`config.mk`:
```
export PLATFORM = sky130hd
export DESIGN_NAME = mash_ddsm_param
export DESIGN_NICKNAME = d
export VERILOG_FILES = /design/src/rtl/mash_ddsm_param.sv
export SDC_FILE = /design/constraint.sdc
export NUM_CORES = 1
export LEC_CHECK = 0
export BUFFER_PORTS_ARGS = -buffer_cell sky130_fd_sc_hd__buf_2
export CORE_MARGIN = 3
export CORE_UTILIZATION = 34
export DETAILED_ROUTE_END_ITERATION = 8
export HOLD_SLACK_MARGIN = 0.06
export PLACE_DENSITY_LB_ADDON = 0.25
export SETUP_SLACK_MARGIN = 0.5
export SLEW_MARGIN = 10
export SYNTH_ARGS = -nofsm -noshare
export SYNTH_HDL_FRONTEND = slang
export SYNTH_SLANG_ARGS = --single-unit
```
`constraint.sdc`:
```
create_clock -name i_clk -period 12.33 [get_ports i_clk]
set_clock_uncertainty 0.15 [all_clocks]
set_input_delay 1.233 -clock i_clk [delete_from_list [all_inputs] [get_ports i_clk]]
set_output_delay 1.233 -clock i_clk [all_outputs]
set_load 0.02 [all_outputs]
```
`src/rtl/mash_ddsm_param.sv`:
```
// mash_ddsm_param
// Parametrised MASH 1-1-1-1 delta-sigma modulator driving the multi-modulus
// divider control word. Up to ORDER_MAX cascaded 1-bit accumulator stages,
// with the order selected at runtime. It includes an LFSR dither source,
// load-captured int/frac/order registers, and a saturating integer+noise
// output stage.
//
// Ports
//   i_clk        clock
//   i_rst        synchronous active-high reset
//   i_en         advance strobe; all modulator state holds while low
//   i_load       capture i_int / i_frac / i_order into the active registers
//   i_int        integer divide value
//   i_frac       unsigned fraction, value = i_frac / 2^ACC_W
//   i_order      requested order minus one (clamped to ORDER_MAX-1)
//   i_dither_en  add the LFSR bit to the stage-1 input LSB
//   i_seed       LFSR reset value (0 maps to 1)
//   o_mash_out   clamped int_act + noise-cancelled carry word
//   o_valid      o_mash_out updated this cycle
//   o_sat        current o_mash_out was clamped
module mash_ddsm_param #(
    parameter int ACC_W     = 24,
    parameter int ORDER_MAX = 4,
    parameter int INT_W     = 8,
    parameter int LFSR_W    = 12
) (
    input  logic              i_clk,
    input  logic              i_rst,
    input  logic              i_en,
    input  logic              i_load,
    input  logic [INT_W-1:0]  i_int,
    input  logic [ACC_W-1:0]  i_frac,
    input  logic [1:0]        i_order,
    input  logic              i_dither_en,
    input  logic [LFSR_W-1:0] i_seed,
    output logic [INT_W-1:0]  o_mash_out,
    output logic              o_valid,
    output logic              o_sat
);

    localparam int HW = (ORDER_MAX > 1) ? ORDER_MAX - 1 : 1;

    logic [INT_W-1:0]                int_act;
    logic [ACC_W-1:0]                frac_act;
    logic [1:0]                      order_act;
    logic [1:0]                      order_cap;
    logic [ORDER_MAX-1:0][ACC_W-1:0] acc;
    logic [ORDER_MAX-1:0][ACC_W-1:0] acc_next;
    logic [ORDER_MAX-1:0][ACC_W:0]   sum;
    logic [ORDER_MAX-1:0]            carry;
    logic [ACC_W:0]                  stage_in;
    logic signed [4:0]               hist    [HW];
    logic signed [4:0]               hist_in [HW];
    logic signed [4:0]               lvl;
    logic signed [4:0]               e_now;
    logic signed [4:0]               e_reg;
    logic                            v1;
    logic [LFSR_W-1:0]               lfsr;
    logic                            lfsr_fb;
    logic                            dither_bit;
    logic signed [INT_W+1:0]         out_sum;
    logic [INT_W-1:0]                clamp_val;
    logic                            clamp_hit;

    assign order_cap  = (int'(i_order) > ORDER_MAX - 1) ? 2'(ORDER_MAX - 1) : i_order;
    assign dither_bit = i_dither_en & lfsr[0];
    // x^12 + x^11 + x^10 + x^4 + 1, Fibonacci form, new bit enters at bit 0
    assign lfsr_fb    = lfsr[LFSR_W-1] ^ lfsr[LFSR_W-2] ^ lfsr[LFSR_W-3] ^ lfsr[3];

    // Accumulator cascade. Stages above the active order are held at zero
    // and contribute no carry.
    always_comb begin
        sum      = '0;
        carry    = '0;
        acc_next = '0;
        stage_in = {1'b0, frac_act} + {{ACC_W{1'b0}}, dither_bit};
        for (int k = 0; k < ORDER_MAX; k++) begin
            sum[k] = {1'b0, acc[k]} + stage_in;
            if (k <= int'(order_act)) begin
                carry[k]    = sum[k][ACC_W];
                acc_next[k] = sum[k][ACC_W-1:0];
            end
            stage_in = {1'b0, sum[k][ACC_W-1:0]};
        end
    end

    // Noise cancellation in nested form: u_top = c_top, u_k = c_k + (u_{k+1}
    // - u_{k+1}[n-1]), e = u_1. This expands to the binomial-weighted carry
    // sum and only needs one delayed value per level. Every history slot is
    // zero whenever the raw carry history would be zero, so the results are
    // identical.
    always_comb begin
        for (int k = 0; k < HW; k++) begin
            hist_in[k] = hist[k];
        end
        lvl = $signed({4'b0000, carry[ORDER_MAX-1]});
        for (int k = ORDER_MAX - 2; k >= 0; k--) begin
            hist_in[k] = lvl;
            lvl        = $signed({4'b0000, carry[k]}) + lvl - hist[k];
        end
        e_now = lvl;
    end

    // The sum is kept at INT_W+2 bits signed so that both under- and
    // overflow are visible before the clamp.
    always_comb begin
        out_sum   = $signed({2'b00, int_act}) + $signed({{(INT_W-3){e_reg[4]}}, e_reg});
        clamp_val = out_sum[INT_W-1:0];
        clamp_hit = 1'b0;
        if (out_sum[INT_W+1]) begin
            clamp_val = '0;
            clamp_hit = 1'b1;
        end else if (out_sum[INT_W]) begin
            clamp_val = '1;
            clamp_hit = 1'b1;
        end
    end

    always_ff @(posedge i_clk) begin
        if (i_rst) begin
            int_act    <= '0;
            frac_act   <= '0;
            order_act  <= '0;
            acc        <= '0;
            for (int k = 0; k < HW; k++) begin
                hist[k] <= '0;
            end
            e_reg      <= '0;
            v1         <= 1'b0;
            o_mash_out <= '0;
            o_valid    <= 1'b0;
            o_sat      <= 1'b0;
            lfsr       <= (i_seed == '0) ? LFSR_W'(1) : i_seed;
        end else begin
            o_valid <= v1;
            if (v1) begin
                o_mash_out <= clamp_val;
                o_sat      <= clamp_hit;
            end
            v1 <= i_en;
            if (i_en) begin
                acc   <= acc_next;
                for (int k = 0; k < HW; k++) begin
                    hist[k] <= hist_in[k];
                end
                e_reg <= e_now;
                lfsr  <= {lfsr[LFSR_W-2:0], lfsr_fb};
            end
            // An order change restarts the cascade from zero. It takes
            // priority over the advance made in the same cycle.
            if (i_load) begin
                int_act   <= i_int;
                frac_act  <= i_frac;
                order_act <= order_cap;
                if (order_cap != order_act) begin
                    acc <= '0;
                    for (int k = 0; k < HW; k++) begin
                        hist[k] <= '0;
                    end
                end
            end
        end
    end

endmodule

```
Word level (Yosys, flattened, before mapping)
Memory sizes are Yosys's and may differ from the RTL's. Index checks and enable logic that the tools add are counted.

$add $sub $neg: 12. $lt $le $gt $ge: 3. Equality and inequality tests: 1. Muxes and demuxes: 31. Bitwise gates (word level): 10. Reductions and logical operators: 2.

Operator list (number): 96-bit two-way mux (3); 24-bit by 24-bit adder with 25-bit output (3); 24-bit two-way mux (3); 12-bit two-way mux (3); 5-bit two-way mux (6); 24-bit by 1-bit adder with 25-bit output (1); 24-bit by 25-bit adder with 25-bit output (1); 8-bit two-way mux (2); 1-bit two-way mux (14); 12-bit logical NOT (1); 2-bit by 5-bit adder with 5-bit output (2); 9-bit by 5-bit adder with 10-bit output (1); 5-bit subtractor (2); 1-bit OR (6); 3-bit by 5-bit subtractor with 5-bit output (1); 2-bit less-or-equal comparator (first input constant) (2); 1-bit bitwise XOR (3); 1-bit by 1-bit adder with 2-bit output (1); 1-bit by 2-bit less-or-equal comparator with 1-bit output (first input constant) (1); 2-bit inequality test (1); 2-bit nonzero test (1); 1-bit bitwise AND (1).

Flip-flop bits (word level): 158. Bits in writable memories: 15. Memories: 1.

Memory list: hist (words 3, width 5, rd ports 3, clocked after memory_dff 0, write ports 3, line 52) `logic signed [4:0] hist [HW];`.

Logic depth before layout (Yosys ltp)
Gate-level depths: netlist of run 1.

Word-level depth: 13. Mapped depth: 49. Gate-level depth less buffers: 48.

Least setup slack after synthesis of run 1
No wires, ideal clock.

Path type: input to register. Start: input i_dither_en. End: register e_reg[4]. Library setup time: 128 ps. Arrival: 10019 ps. Required time: 12052 ps. Slack: 2034 ps. Cell stages on the path: 48. Cell sequence: nand2_1 -> fa_1 -> fa_1 -> nor2b_1 -> o31a_1 -> or4_1 -> a31oi_1 -> xnor2_1 -> ha_1 -> nand3_1 -> nor2_1 -> a211o_1 -> a21oi_1 -> xnor2_1 -> ha_1 -> buf_2 -> a21o_1 -> a21o_1 -> [... 12 more ...] -> inv_1 -> ha_1 -> ha_1 -> inv_1 -> ha_1 -> inv_1 -> fa_1 -> inv_1 -> ha_1 -> inv_1 -> fa_1 -> inv_1 -> a21o_1 -> a21oi_1 -> xnor2_1 -> xnor2_1 -> mux2i_1 -> nor2_1.

Cells in the longest elaborated chain, start to end: 13.

Ends and longest elaborated chain: start: declaration (line 34) `input logic i_dither_en,`; 1-bit bitwise AND (*) (line 66) `assign dither_bit = i_dither_en & lfsr[0];`; 24-bit by 1-bit adder with 25-bit output (*) (line 76) `stage_in = {1'b0, frac_act} + {{ACC_W{1'b0}}, dither_bit};`; 24-bit by 25-bit adder with 25-bit output (*) (line 78) `sum[k] = {1'b0, acc[k]} + stage_in;`; 24-bit by 24-bit adder with 25-bit output (3 in series) (line 78); 1-bit two-way mux (line 79) `if (k <= int'(order_act)) begin`; 1-bit by 1-bit adder with 2-bit output (line 99) `lvl = $signed({4'b0000, carry[k]}) + lvl - hist[k];`; 3-bit by 5-bit subtractor with 5-bit output (line 99); 2-bit by 5-bit adder with 5-bit output (line 99); 5-bit subtractor (line 99); 2-bit by 5-bit adder with 5-bit output (*) (line 99); 5-bit subtractor (*) (line 99); end signal: assignment (line 146) `e_reg <= e_now;`; end: declaration (line 56) `logic signed [4:0] e_reg;`.

Every way passes the cells marked *; elsewhere a longest branch is shown, timed or not. A chain may end at the register's enable or synchronous reset.

Worst setup path after layout of run 1
Same ends and word-level chain as after synthesis.

==> key figures, run 1 <==
Status
  • Status: finished clean

Yosys
  • Synthesized netlist net count: 1520
  • Total number of yosys warnings: 0
  • Ys async rst share: 0%
  • Most common cell in the synthesized netlist: dfxtp_1
  • Avg Cell Area, Syn: 8.77 um2
  • Post-synth cell types: 86
  • Seq/Total Area, Yosys: 29.6%
  • Mapped Cells: 1335
  • Post-synth top cells: 155 x dfxtp_1, 139 x nor2_1, 126 x ha_1, 97 x a21oi_1, 81 x nand2_1
  • Post-synth EDFFs: 12
  • Synthesized flop and latch total: 167
  • Top FF cell, synth: dfxtp_1
  • Synth top area share: 26.5%
  • Top post-synthesis cells by area: dfxtp_1 27%, ha_1 13%, xnor2_1 5.2%
  • Area leader, netlist: dfxtp_1
  • Post-Synthesis Cell Area: 11700 um2

Setup path
  • CP Capture Type: flop
  • WP data required: 12.49 ns
  • Critical path type: primary input to flop
  • Crit-path slowest cell: fa_1
  • Cell mode on critical path: ha_1
  • R2R Setup Slk: 1.78 ns
  • Cells on worst reg2reg path: 45
  • Worst r2r src: frac_act[0]
  • Startpoint types: primary input
  • Arrival time worst endpoint: 11.21 ns
  • CP max stage delay: 0.46 ns
  • Critical R2R Capture: e_reg[4]
  • Crit path max fanout: 6

CTS
  • Post-CTS setup buffers: 0
  • CTS buffer count: 17
  • CTS sink cnt: 167
  • Clock root buffer master: clkbuf_16
  • Max H-tree Level: 4
  • Clock Tree Buf Depth: 2
  • Clock slew at reported path FFs: 0.08 ns
  • CTS tree: built
  • Hold_buf cts: 0
  • Post-cts sizing count: 0
  • Clock insertion delay at the later pin of the skew report: 0.45 ns

Floorplan
  • Die Y: 192 um
  • Core Area: 33700 um2
  • Rows: 67
  • Width of the die: 192 um
  • Full die area: 36700 um2
  • Ports: 61
  • Initial Util: 34.7%

Global route
  • GR Layer Usage met1: 23.0%
  • Pin count of the biggest net entering global routing: 60
  • Met3 usage: 2.90%
  • GRT Util Overall: 16.4%
  • GRT Max-Usage Layer: met2
  • Grt ovf: 0
  • Vias in the first global route: 9399
  • Met2 usage: 25.9%
  • Initial antenna violation count: 1
  • First-pass GRT wire length: 48300 um

Min path
  • Hold_sp: acc[95]
  • Worst Hold Class: flop to flop
  • WHS Endpoint: acc[95]
  • Hold path cells: 2

Job
  • Total of max-cap violations: 0

Power
  • Peak supply drop: 105 uV
  • LEAKAGE: 5.67 nW
  • Power, Total: 0.00140 W
  • P per Cell Area: 108 nW/um2

Drt
  • DR pass1 iterations: 5
  • WL final: 29700 um
  • Via count: 9793
  • Antenna viol nets, final: 0
  • Drt initial violations: 534
  • Drc violations: 0
  • Wire per inst: 16.2 um
  • Average vias per placed instance: 5.35

Timing
  • Fmax: 90.5 MHz
  • Setup_tns: 0 ns
  • Slew of the pin with the lowest slew margin: 0.799 ns
  • Fin crit period: 11.05 ns
  • Max-slew violations: 0
  • Final Hold Violating Endpoints: 0
  • Endpoints failing setup: 0
  • Final Cycle Share: 89.6%
  • Relative slew slack: 46.5%
  • RSZ-0062 raised after global routing: no

Cells and area
  • Fin nets: 1553
  • Reg with most FFs: acc
  • Area grow syn2layout: 10.9%
  • Max FFs per register: 96
  • Filler cells: 3456
  • # diodes: 0
  • Share of cells above drive strength 1: 10.1%
  • Biggest regs: acc x96, frac_act x24, lfsr x12

Place
  • IO buf count: 60
  • Hpwl dp: 22100 um
  • GP Congestion: 0.911
==> cells in the final DEF (no fill, tap or decap), drive strengths merged, types with 5 or more instances in the layout <==
cell     count
dfxtp      155
nor2       140
ha         126
a21oi       99
nand2       81
xnor2       70
buf         68
inv         61
o21ai       60
a22o        51
mux2i       47
a21o        33
xor2        32
a211oi      25
nand3       21
nor3        20
a22oi       19
clkbuf      19
o21a        17
a31oi       16
and3        12
nand4       12
edfxtp      12
nor2b       12
nand2b      11
mux2        11
o211ai      10
o21bai       9
nor4         8
fa           8
o31ai        8
clkinv       8
or2          8
and2         7
or3          6
o2111ai      5
a21boi       5
a41oi        5
==> metal layers <==
metal,part of all wire (%),vias up
met3,4.0,29
li1,-,4995
met1,51,4582
met4,1.4,2
met5,0.027,-
met2,44,185
==> metrics by stage <==
stage / worst slack (ns) / utilization [%] / hold WS [ns] / instances / area (um2)
2_1_floorplan: 2.03 / - / 0.280 / 1335 / 11700
3_3_place_gp: 0.955 / 36.9 / 0.293 / 1797 / 12400
3_5_place_dp: 0.819 / 36.9 / 0.302 / 1797 / 12400
4_1_cts: 1.29 / 38.5 / 0.312 / 1829 / 13000
5_1_grt: 0.582 / 38.5 / 0.329 / 1829 / 13000
6_report: 1.28 / 38.5 / 0.307 / 1829 / 13000
==> layout make-up <==
type / count / area, um2 / area share, %
Multi-Input combinational cell: 1057 / 7820 / 60.2
Tap cell: 448 / 561 / 4.32
Clock inverter: 13 / 115 / 0.886
Clock buffer: 19 / 453 / 3.49
Sequential cell: 167 / 3460 / 26.7
Timing Repair Buffer: 68 / 360 / 2.77
Inverter: 57 / 214 / 1.65
==> power by group <==
| group | internal [W] | total, W | switching (W) |
|---|---|---|---|
| clock | 0.000274 | 0.000524 | 0.000249 |
| combinational | 0.000116 | 0.000294 | 0.000178 |
| sequential | 0.000570 | 0.000586 | 0.0000157 |
==> cell families after synthesis <==
logic type / after synthesis / share of synthesized area, %
AOI/OAI and AO/OA: 412 / 25.2
xor gates and xnor gates: 102 / 7.63
adders and majority gates: 134 / 14.8
buffers and inverters: 111 / 3.67
DFF: 167 / 29.6
muxes: 58 / 5.08
and+or+nand+nor: 351 / 14.1
==> worst max-delay path by stage <==
stage | startpoint | end | slack, ns | depth (start not counted)
2_1_floorplan | i_dither_en | e_reg[4] | 2.03 | 48
3_3_place_gp | i_dither_en | e_reg[4] | 0.95 | 48
3_5_place_dp | i_dither_en | e_reg[4] | 0.82 | 46
4_1_cts | i_dither_en | e_reg[4] | 1.29 | 46
5_1_grt | i_dither_en | e_reg[4] | 0.58 | 46
6_report | i_dither_en | e_reg[4] | 1.28 | 46
==> worst max-delay path, delay by kind of cell <==
| kind | cells | cell delay, ns |
|---|---|---|
| multiplexers | 1 | 0.13 |
| AO/OA/AOI/OAI | 15 | 3.31 |
| AND/OR/NAND/NOR | 9 | 1.36 |
| buffers and inverters | 4 | 0.22 |
| XOR/XNOR | 5 | 0.92 |
| adder cells (fa/ha/maj) | 12 | 4.00 |
Note: power is estimated with default switching activity, not from simulation.
==> run 2, diff against run 1 <==
==> constraint.sdc (replaced) <==
create_clock -name i_clk -period 9 [get_ports i_clk]
set_clock_uncertainty 0.15 [all_clocks]
set_input_delay 0.9 -clock i_clk [delete_from_list [all_inputs] [get_ports i_clk]]
set_output_delay 0.9 -clock i_clk [all_outputs]
set_load 0.02 [all_outputs]
==> key figures, run 2 (same netlist as run 1, synthesis figures left out) <==
Status
  • Status: finished, violations left
  • Violated checks: negative setup slack

CTS
  • CTS sink cnt: 167
  • Clock slew at reported path FFs: 0.07 ns
  • Max H-tree Level: 4
  • Clock Tree Buf Depth: 2
  • Clock root buffer master: clkbuf_16
  • Clock insertion delay at the later pin of the skew report: 0.45 ns
  • CTS tree: built
  • Hold_buf cts: 0
  • CTS buffer count: 17

Drt
  • DR pass1 iterations: 4
  • Drt initial violations: 502
  • Drc violations: 0
  • Via count: 11.1k
  • Average vias per placed instance: 5.17
  • Wire per inst: 15.7 um
  • WL final: 33700 um
  • Antenna viol nets, final: 0

Power
  • P per Cell Area: 134 nW/um2
  • LEAKAGE: 7.42 nW
  • Peak supply drop: 123 uV

Timing
  • Hold_ws: 0.304 ns
  • Slew of the pin with the lowest slew margin: 1.06 ns
  • Final Hold Violating Endpoints: 0
  • Setup_tns: -0.769 ns
  • Endpoints failing setup: 3
  • Final Cycle Share: 103%
  • Fmax: 107 MHz
  • Relative slew slack: 29.2%
  • Max-slew violations: 0
  • Fin crit period: 9.30 ns
  • RSZ-0062 raised after global routing: yes
  • Worst setup margin: -0.303 ns

Floorplan
  • Initial Util: 34.7%
  • Core Area: 33700 um2
  • Ports: 61
  • Rows: 67
  • Die Y: 192 um
  • Width of the die: 192 um
  • Full die area: 36700 um2

Setup path
  • CP Capture Type: flop
  • WP data required: 9.17 ns
  • Crit-path slowest cell: fa_2
  • Top Family by Delay on Critical Path: adder cells
  • CP max stage delay: 0.53 ns
  • Startpoint types: primary input
  • Arrival time worst endpoint: 9.47 ns
  • CP Buf/Inv Count: 14
  • Crit path max fanout: 5
  • Critical path type: primary input to flop

Cells and area
  • Fin nets: 1865
  • Area grow syn2layout: 37.2%
  • Share of cells above drive strength 1: 32.5%
  • Filler cells: 3199
  • # diodes: 0
  • Reg with most FFs: acc
  • Biggest regs: acc x96, frac_act x24, lfsr x12
  • Most frequent cells in the layout: 315 x buf_4, 155 x dfxtp_1, 135 x nor2_1
  • Commonest non-fill, non-tap cell in the layout: buf_4
  • Max FFs per register: 96

Global route
  • Grt ovf: 0
  • Vias in the first global route: 10.9k
  • Pin count of the biggest net entering global routing: 60
  • Initial antenna violation count: 1
  • GRT Util Overall: 18.2%
  • First-pass GRT wire length: 54000 um

Job
  • Total of max-cap violations: 0

Min path
  • Worst Hold Class: flop to flop

Place
  • GP Congestion: 0.884
  • IO buf count: 60
  • Hpwl dp: 25100 um
run 2: changes by cell type in the layout (fill, tap and decap cells not counted), moves of 8 or more:
cell     before  now
ha_1        126  111
ha_4          0   14
xnor2_2       0   15
a21oi_1      97   74
xnor2_1      70   55
buf_4         8  315
inv_1        56   48
a21oi_2       2   24
run 2: metal layers:
layer	track usage, %	wire length (um)
met5	0	7
met4	5.22	581
met3	3.34	1100
met2	30.6	15900
met1	23.9	16100
run 2: area by class of cell:
cell class | count | area, um2 | area share (%)
Sequential cell | 167 | 3460 | 21.6
Clock buffer | 19 | 433 | 2.70
Inverter | 57 | 216 | 1.35
Tap cell | 448 | 561 | 3.49
Multi-Input combinational cell | 1057 | 8470 | 52.7
Timing Repair Buffer | 380 | 2730 | 17.0
Clock inverter | 13 | 185 | 1.15
run 2: through the flow:
| step | setup slack, ns | cells | power (W) | cell area (um2) | util [%] |
|---|---|---|---|---|---|
| 2_1_floorplan | -0.466 | 1335 | 0.00112 | 11800 | - |
| 3_3_place_gp | -1.22 | 2085 | 0.00133 | 14700 | 43.5 |
| 3_5_place_dp | -1.25 | 2085 | 0.00134 | 14700 | 43.5 |
| 4_1_cts | -0.404 | 2130 | 0.00216 | 15600 | 46.2 |
| 5_1_grt | -0.774 | 2141 | 0.00227 | 16100 | 47.7 |
| 6_report | -0.303 | 2141 | 0.00216 | 16100 | 47.7 |
run 2: power breakdown:
group,internal (W),switching (W)
sequential,0.000781,0.0000237
clock,0.000446,0.000343
combinational,0.000277,0.000286
total,0.00150,0.000653
run 2: what timing repair did:
action	in CTS	in global routing
buffers inserted	13	11
pin swaps	46	57
resized for setup	36	70
endpoints found under the setup margin	9	9
run 2: worst min-delay path, cell delays in order (launching register included):
cell	delay [ns]
dfxtp_1	0.31
nand2_1	0.05
o21ai_1	0.05
run 2: path summary, 6_finish.rpt:
path / from / end / slack, ns / depth (start not counted)
setup / recovery: i_dither_en / e_reg[2] / -0.30 / 50
hold / removal: acc[91] / acc[91] / 0.30 / 2
setup reg to reg: lfsr[0] / e_reg[2] / -0.28 / 49
hold reg to reg: acc[91] / acc[91] / 0.30 / 2
